--- src/rtl/gost_round_ctrl.sv ---
// Magma (GOST R 34.12-2015) round sequencer: latches a request, drives 32 rounds
// through an external round stage with the key schedule, then applies the final half swap.
module gost_round_ctrl #(
  parameter int ROUND_NUM = 32
) (
  input  logic         iclk,
  input  logic         irst_n,
  input  logic         istart,
  input  logic         idecrypt,
  input  logic [255:0] ikey,
  input  logic [63:0]  iblock,
  output logic         oround_start,
  output logic [63:0]  oround_block,
  output logic [31:0]  oround_key,
  input  logic [63:0]  iround_block,
  input  logic         iround_done,
  output logic [63:0]  oblock,
  output logic         odone,
  output logic         obusy,
  output logic [1:0]   odbg_state
);

  // Handshake: a request is taken when istart=1 while obusy=0; each round is
  // one oround_start pulse answered by one iround_done pulse; odone marks oblock valid.
  typedef enum logic [1:0] {
    ST_IDLE   = 2'd0,
    ST_LAUNCH = 2'd1,
    ST_WAIT   = 2'd2,
    ST_FINISH = 2'd3
  } state_t;

  localparam logic [4:0] LAST_ROUND = 5'(ROUND_NUM - 1);

  state_t         state_q, state_d;
  logic [4:0]     cnt_q, cnt_d;
  logic [63:0]    blk_q, blk_d;
  logic [255:0]   key_q, key_d;
  logic           dec_q, dec_d;
  logic [63:0]    oblock_q, oblock_d;
  logic           fwd_order;
  logic [2:0]     key_idx;

  always_ff @(posedge iclk or negedge irst_n) begin
    if (!irst_n) begin
      state_q  <= ST_IDLE;
      cnt_q    <= '0;
      blk_q    <= '0;
      key_q    <= '0;
      dec_q    <= 1'b0;
      oblock_q <= '0;
    end else begin
      state_q  <= state_d;
      cnt_q    <= cnt_d;
      blk_q    <= blk_d;
      key_q    <= key_d;
      dec_q    <= dec_d;
      oblock_q <= oblock_d;
    end
  end

  always_comb begin
    state_d  = state_q;
    cnt_d    = cnt_q;
    blk_d    = blk_q;
    key_d    = key_q;
    dec_d    = dec_q;
    oblock_d = oblock_q;
    case (state_q)
      ST_IDLE: begin
        if (istart) begin
          key_d   = ikey;
          dec_d   = idecrypt;
          blk_d   = iblock;
          cnt_d   = '0;
          state_d = ST_LAUNCH;
        end
      end
      ST_LAUNCH: state_d = ST_WAIT;
      ST_WAIT: begin
        if (iround_done) begin
          blk_d = iround_block;
          if (cnt_q == LAST_ROUND) begin
            // Result is registered on entry so it is already valid alongside odone.
            oblock_d = {iround_block[31:0], iround_block[63:32]};
            state_d  = ST_FINISH;
          end else begin
            cnt_d   = cnt_q + 5'd1;
            state_d = ST_LAUNCH;
          end
        end
      end
      ST_FINISH: state_d = ST_IDLE;
      default:   state_d = ST_IDLE;
    endcase
  end

  // Keys run K0..K7 forward, then K7..K0 for the tail: the last 8 rounds when
  // encrypting, the last 24 when decrypting. 7-i is the bitwise inverse on 3 bits.
  assign fwd_order = dec_q ? (cnt_q < 5'd8) : (cnt_q < 5'd24);
  assign key_idx   = fwd_order ? cnt_q[2:0] : ~cnt_q[2:0];
  assign oround_key = key_q[{~key_idx, 5'b00000} +: 32];

  assign oround_block = blk_q;
  assign oround_start = (state_q == ST_LAUNCH);
  assign odone        = (state_q == ST_FINISH);
  assign obusy        = (state_q != ST_IDLE);
  assign oblock       = oblock_q;
  assign odbg_state   = state_q;

endmodule
--- config.mk ---
export PLATFORM = sky130hd
export DESIGN_NAME = gost_round_ctrl
export DESIGN_NICKNAME = d
export VERILOG_FILES = /design/src/rtl/gost_round_ctrl.sv
export SDC_FILE = /design/constraint.sdc
export NUM_CORES = 1
export LEC_CHECK = 0
export CAP_MARGIN = 20
export CELL_PAD_IN_SITES_DETAIL_PLACEMENT = 0
export CELL_PAD_IN_SITES_GLOBAL_PLACEMENT = 2
export CORE_MARGIN = 2
export CORE_UTILIZATION = 33
export DETAILED_ROUTE_END_ITERATION = 16
export PLACE_DENSITY = 0.83
export REMOVE_ABC_BUFFERS = 1
export SLEW_MARGIN = 20
export SYNTH_ARGS = -nofsm -noshare
export SYNTH_HDL_FRONTEND = slang
export SYNTH_SLANG_ARGS = --single-unit
export TNS_END_PERCENT = 30
--- constraint.sdc ---
create_clock -name iclk -period 4.3 [get_ports iclk]
set_input_delay 1.075 -clock iclk [delete_from_list [all_inputs] [get_ports iclk]]
set_output_delay 1.075 -clock iclk [all_outputs]
set_load 0.02 [all_outputs]
* After elaboration in Yosys (flattened, before gate mapping)
Cells that the tools add are included.
** Storage, ports and cells
- Register bits after elaboration :: 392
- Logic and storage cells :: 40
- Input port bits :: 389
- Output and inout bits :: 165
** Cells by class
- Reduce and logical (&&, ||, !) cells :: 8
- Order comparisons :: 2
- Bitwise logic cells :: 2
- Shifts and indexed selects :: 1
- Equality and inequality tests :: 7
- Add/subtract/negate cells :: 1
- Muxes and demuxes :: 13
** Operators by type and width (number)
- $shiftx A256 B9 Y32 :: 1
- $mux W64 :: 2
- $pmux W64 S2 :: 1
- $mux W5 :: 3
- $pmux W5 S2 :: 1
- $pmux W2 S4 :: 1
- $mux W2 :: 3
- $ne A2 B2 Y1 const B :: 3
- $not A3 Y3 :: 2
- $reduce_and A3 Y1 :: 2
- $add A5 B1 Y5 const B :: 1
- $eq A5 B5 Y1 const B :: 1
- $lt A5 B4 Y1 const B :: 1
- $lt A5 B5 Y1 const B :: 1
- $eq A2 B2 Y1 const B :: 2
- $reduce_and A2 Y1 :: 2
- $reduce_and A4 Y1 :: 1
- $reduce_bool A2 Y1 :: 2
- $mux W3 :: 1
- $eq A2 B1 Y1 const B :: 1
- $logic_not A2 Y1 :: 1
- $mux W1 :: 1

* Depth between registers and ports, before layout
- Depth after elaboration :: 5
- Gate-level depth with buffers :: 8
- Gate-level depth less buffers :: 6

* Worst setup path after synthesis
Ideal clock, no wire load.
- Path kind :: register to output
- From :: register cnt_q[3]
- To :: output oround_key[0]
- Path buffers :: 4
- Stages on the path, launching flop included :: 9
- Data required time :: 3.225 ns
- Path slack :: 1.374 ns
- Arrival time :: 1.851 ns
- Cell sequence :: dfrtp_1 maj3_2 buf_6 buf_6 buf_6 buf_4 o21ai_1 o2111ai_1 o221ai_1
** Between the ends
- Word-level cells in the longest chain between the ends :: 5
- Elaborated cells on any way between the ends :: 6
- Classes of those cells :: order compare (2); shift (1); mux (2); bitwise (1)
** Ends and longest elaborated chain
- from (decl) :: RTL line 35 : logic [4:0] cnt_q, cnt_d;
- from (signal assigned) :: RTL line 53 : cnt_q <= cnt_d;
- $lt A5 B5 Y1 / $lt A5 B4 Y1 (equally long branches) :: RTL line 99 : assign fwd_order = dec_q ? (cnt_q < 5'd8) : (cnt_q < 5'd24);
- $mux W1 * :: RTL line 99
- $mux W3 * :: RTL line 100 : assign key_idx = fwd_order ? cnt_q[2:0] : ~cnt_q[2:0];
- $not A3 Y3 * :: RTL line 101 : assign oround_key = key_q[{~key_idx, 5'b00000} +: 32];
- $shiftx A256 B9 Y32 * :: RTL line 101
- to (decl) :: RTL line 14 : output logic [31:0] oround_key,
Every way passes the cells marked *; elsewhere a longest branch is shown, timed or not.

* Final worst setup path
Ends and elaborated chain as after synthesis.

==> impl_metrics.env <==
export IMPL_highest_cell_delay_on_the_worst_timing_path_ps=640
export IMPL_cts_root_buffer="sky130_fd_sc_hd__clkbuf_16"
export IMPL_grt_max_degree=115
export IMPL_wire_length_of_the_first_global_routing_pass_um=98880
export IMPL_crit_path_start_kind="register"
export IMPL_dr_total_vias=15279
export IMPL_finish_net_count=2563
export IMPL_cts_reportedPaths_clkPinSlew_ps=60
export IMPL_gpl_final_weighted_congestion=0.8115
export IMPL_num_fill_cells=5326
export IMPL_crit_type="register to output pin"
export IMPL_die_x_um=247.7
export IMPL_timing_worst_slew_pin_value_ps=948.5
export IMPL_finClkSkew_ps=23.39
export IMPL_start_util_pct=33.27
export IMPL_antenna_violations_before_repair=23
export IMPL_grt_remaining_overflow=0
export IMPL_crit_required_ps=3220
export IMPL_hold_violations=0
export IMPL_edff_count_synth=0
export IMPL_post_synth_cell_area_avg_um2=11.71
export IMPL_ctsHtreeMaxLevel=2
export IMPL_fin_worst_hold_slack_ps=477.7
export IMPL_flow_area_growth_from_synthesis_pct=40.54
export IMPL_grt_usage_pct=21.50
export IMPL_dr_first_iter_drc_count=695
export IMPL_wl_per_cell_um=22.66
export IMPL_rsz0062_at_grt="false"
export IMPL_timing_final_crit_share_pct=97.22
export IMPL_drt_via_density=5.124
export IMPL_cp_cell_sequence="maj3_4, buf_12, mux2i_4, buf_12, o2111ai_1, o221ai_1, clkdlybuf4s50_1"
export IMPL_classification_of_the_worst_slack_hold_path="register to register"
export IMPL_path_common_cell="sky130_fd_sc_hd__buf_12"
export IMPL_setup_viol=0
export IMPL_totalWireLength_um=67560
export IMPL_cts_num_sinks=392
export IMPL_crit_arrival_ps=3110
export IMPL_final_util_pct=46.76
export IMPL_number_of_instances_in_the_synthesized_netlist=1674
export IMPL_preCtsSetupSlack_ps=478.8
export IMPL_cts_inserted_buffers=47
export IMPL_outcome="completed"
export IMPL_layout_min_cycle_time_ps=4181
export IMPL_relSlewSlack_pct=36.77
export IMPL_crit_fanout=32
export IMPL_drc=0
export IMPL_dp_final_hpwl_um=47060
export IMPL_drt_antenna_violating_nets=0
export IMPL_first_global_vias=15828
export IMPL_firstDrtPassIters=4
export IMPL_syn_area_um2=19600
export IMPL_cts_tree="yes"
export IMPL_postSynth_topFlopCell="sky130_fd_sc_hd__dfrtp_1"
export IMPL_crit_family="buffers and inverters"
export IMPL_dieArea_um2=61360
export IMPL_number_of_warnings_issued_by_yosys=0
export IMPL_ys_async_sr_fraction_pct=100.0
export IMPL_io_buffers=553
export IMPL_netlist_cell_types=39
export IMPL_power_leakage_nw=11.57
export IMPL_pin_count=554
export IMPL_critical_path_slowest_cell="sky130_fd_sc_hd__clkdlybuf4s50_1"
export IMPL_power_per_cell_area_nw_per_um2=657.4
export IMPL_timing_final_max_slew_violations=0
export IMPL_vdd_drop_max_v=0.0005928
export IMPL_max_cap_viols=0
export IMPL_sequential_area_share_after_synthesis_pct=50.04
export IMPL_path_buf_inv=3
export IMPL_endpoint_kind="output pin"
export IMPL_ys_ff_latch=392
export IMPL_largest_buffer_count_on_any_clock_path=3
export IMPL_final_setup_worst_slack_ps=119.3
export IMPL_clk_latency_ps=590
export IMPL_fmax_mhz=239.2
export IMPL_chipHeight_um=247.7
export IMPL_placement_rows=89
export IMPL_drive_above_1_share_pct=19.64
export IMPL_core_area_um2=58910
-- path summary, 6_finish.rpt --
check | startpoint | end | slack [ps] | cells past startpoint
min in group asynchronous | irst_n | key_q[31] | 530 | 1
worst min-delay path | oround_block[17] | oround_block[17] | 480 | 2
worst max register to register | cnt_q[0] | oblock[39] | 1280 | 7
max in group asynchronous | irst_n | key_q[244] | 2770 | 3
worst max-delay path | cnt_q[3] | oround_key[0] | 120 | 7
worst min register to register | oround_block[17] | oround_block[17] | 480 | 2
-- cell usage in the layout, fill, tap and decap left out, types with 32 or more instances in the layout --
master                              n
sky130_fd_sc_hd__and3b_1           32
sky130_fd_sc_hd__clkbuf_16         47
sky130_fd_sc_hd__clkdlybuf4s50_1  522
sky130_fd_sc_hd__mux2_2           289
sky130_fd_sc_hd__o2111ai_1         32
sky130_fd_sc_hd__o221ai_1          32
sky130_fd_sc_hd__inv_1             38
sky130_fd_sc_hd__a21oi_1           32
sky130_fd_sc_hd__mux2i_1          196
sky130_fd_sc_hd__nand2_1          100
sky130_fd_sc_hd__or3_1             64
sky130_fd_sc_hd__dfrtp_1          389
sky130_fd_sc_hd__nor2_1            34
sky130_fd_sc_hd__nor3_1            33
sky130_fd_sc_hd__o21ai_0          161
-- cell families (layout without fill, tap and decap cells) --
kind of cell	Yosys count	after routing	synth area share (%)
simple gates	282	282	7.468
compound gates	324	324	10.69
flops	392	392	50.04
mux	487	487	26.80
buf+inv	182	708	4.519
fa+ha+maj	4	4	0.2490
other cells	0	9	0
xor+xnor	3	3	0.2298
-- tightest hold or removal path, cell delays in order, from the launching register on --
cell and delay [ps]:
sky130_fd_sc_hd__dfrtp_1 340, sky130_fd_sc_hd__nand2_1 40, sky130_fd_sc_hd__o21ai_0 60
-- layout make-up --
cell class	count	area, µm²	area share [%]
clock buffer	68	1365	4.955
inverter	38	142.6	0.5178
timing repair buffer	592	6132	22.26
tap	773	967.2	3.511
sequential	392	9816	35.63
multi-input combinational	1100	8962	32.53
clock inverter	10	140.1	0.5087
antenna	9	22.52	0.08175
-- cell usage after synthesis, types with 4 or more instances --
cell type,number,area (µm²)
sky130_fd_sc_hd__inv_1,38,142.6
sky130_fd_sc_hd__o21ai_1,31,155.2
sky130_fd_sc_hd__and3b_1,32,280.3
sky130_fd_sc_hd__nor2_1,36,135.1
sky130_fd_sc_hd__or3_1,64,400.4
sky130_fd_sc_hd__clkbuf_1,50,187.7
sky130_fd_sc_hd__buf_4,12,90.09
sky130_fd_sc_hd__buf_1,6,22.52
sky130_fd_sc_hd__o21ai_0,161,805.8
sky130_fd_sc_hd__nor3_1,34,170.2
sky130_fd_sc_hd__mux2_2,289,3254
sky130_fd_sc_hd__nor2b_1,4,25.02
sky130_fd_sc_hd__a21oi_1,32,160.2
sky130_fd_sc_hd__o2111ai_1,32,280.3
sky130_fd_sc_hd__buf_2,64,320.3
sky130_fd_sc_hd__a221oi_2,16,240.2
sky130_fd_sc_hd__nand2_1,100,375.4
sky130_fd_sc_hd__mux2i_1,196,1962
sky130_fd_sc_hd__dfrtp_1,392,9809
sky130_fd_sc_hd__a221oi_1,16,140.1
sky130_fd_sc_hd__buf_6,10,112.6
sky130_fd_sc_hd__o221ai_1,32,280.3
-- metal layers --
layer | wire length, µm | part of all wire, % | global-route usage [%]
met2 | 31420 | 46 | 34.99
met4 | 2838 | 4.2 | 8.912
met5 | 155 | 0.23 | 0
met3 | 5638 | 8.3 | 7.158
met1 | 27520 | 41 | 26.12
-- report_power, final --
part | internal (W) | switching, W
clock | 0.00237 | 0.00161
combinational | 0.00388 | 0.00397
sequential | 0.00525 | 0.00103
-- stage by stage --
stage / setup TNS [ps] / total power (W) / area [µm²] / instances
after global placement: 0 / 0.01412 / 25860 / 2890
after floorplan: -2756880 / 0.01129 / 18860 / 1530
final: 0 / 0.01811 / 27550 / 2982
after detailed placement: 0 / 0.01433 / 25890 / 2891
after CTS: 0 / 0.01840 / 27460 / 2973
after global routing: 0 / 0.01924 / 27530 / 2975
-- sequential cells by signal (all words and copies together) (netlist names) --
register / count
cnt_q: 5
dec_q: 1
key_q: 256
oblock: 64
odbg_state: 2
oround_block: 64
-- what timing repair did --
| item | 4_1_cts | 5_1_grt |
|---|---|---|
| pin swaps | 1 | 0 |
| hold buffers | 0 | 0 |
| gates resized for setup | 9 | 26 |
| endpoints found under the setup margin | 30 | 25 |
| buffers inserted | 4 | 0 |
(Power assumes the default switching activity.)
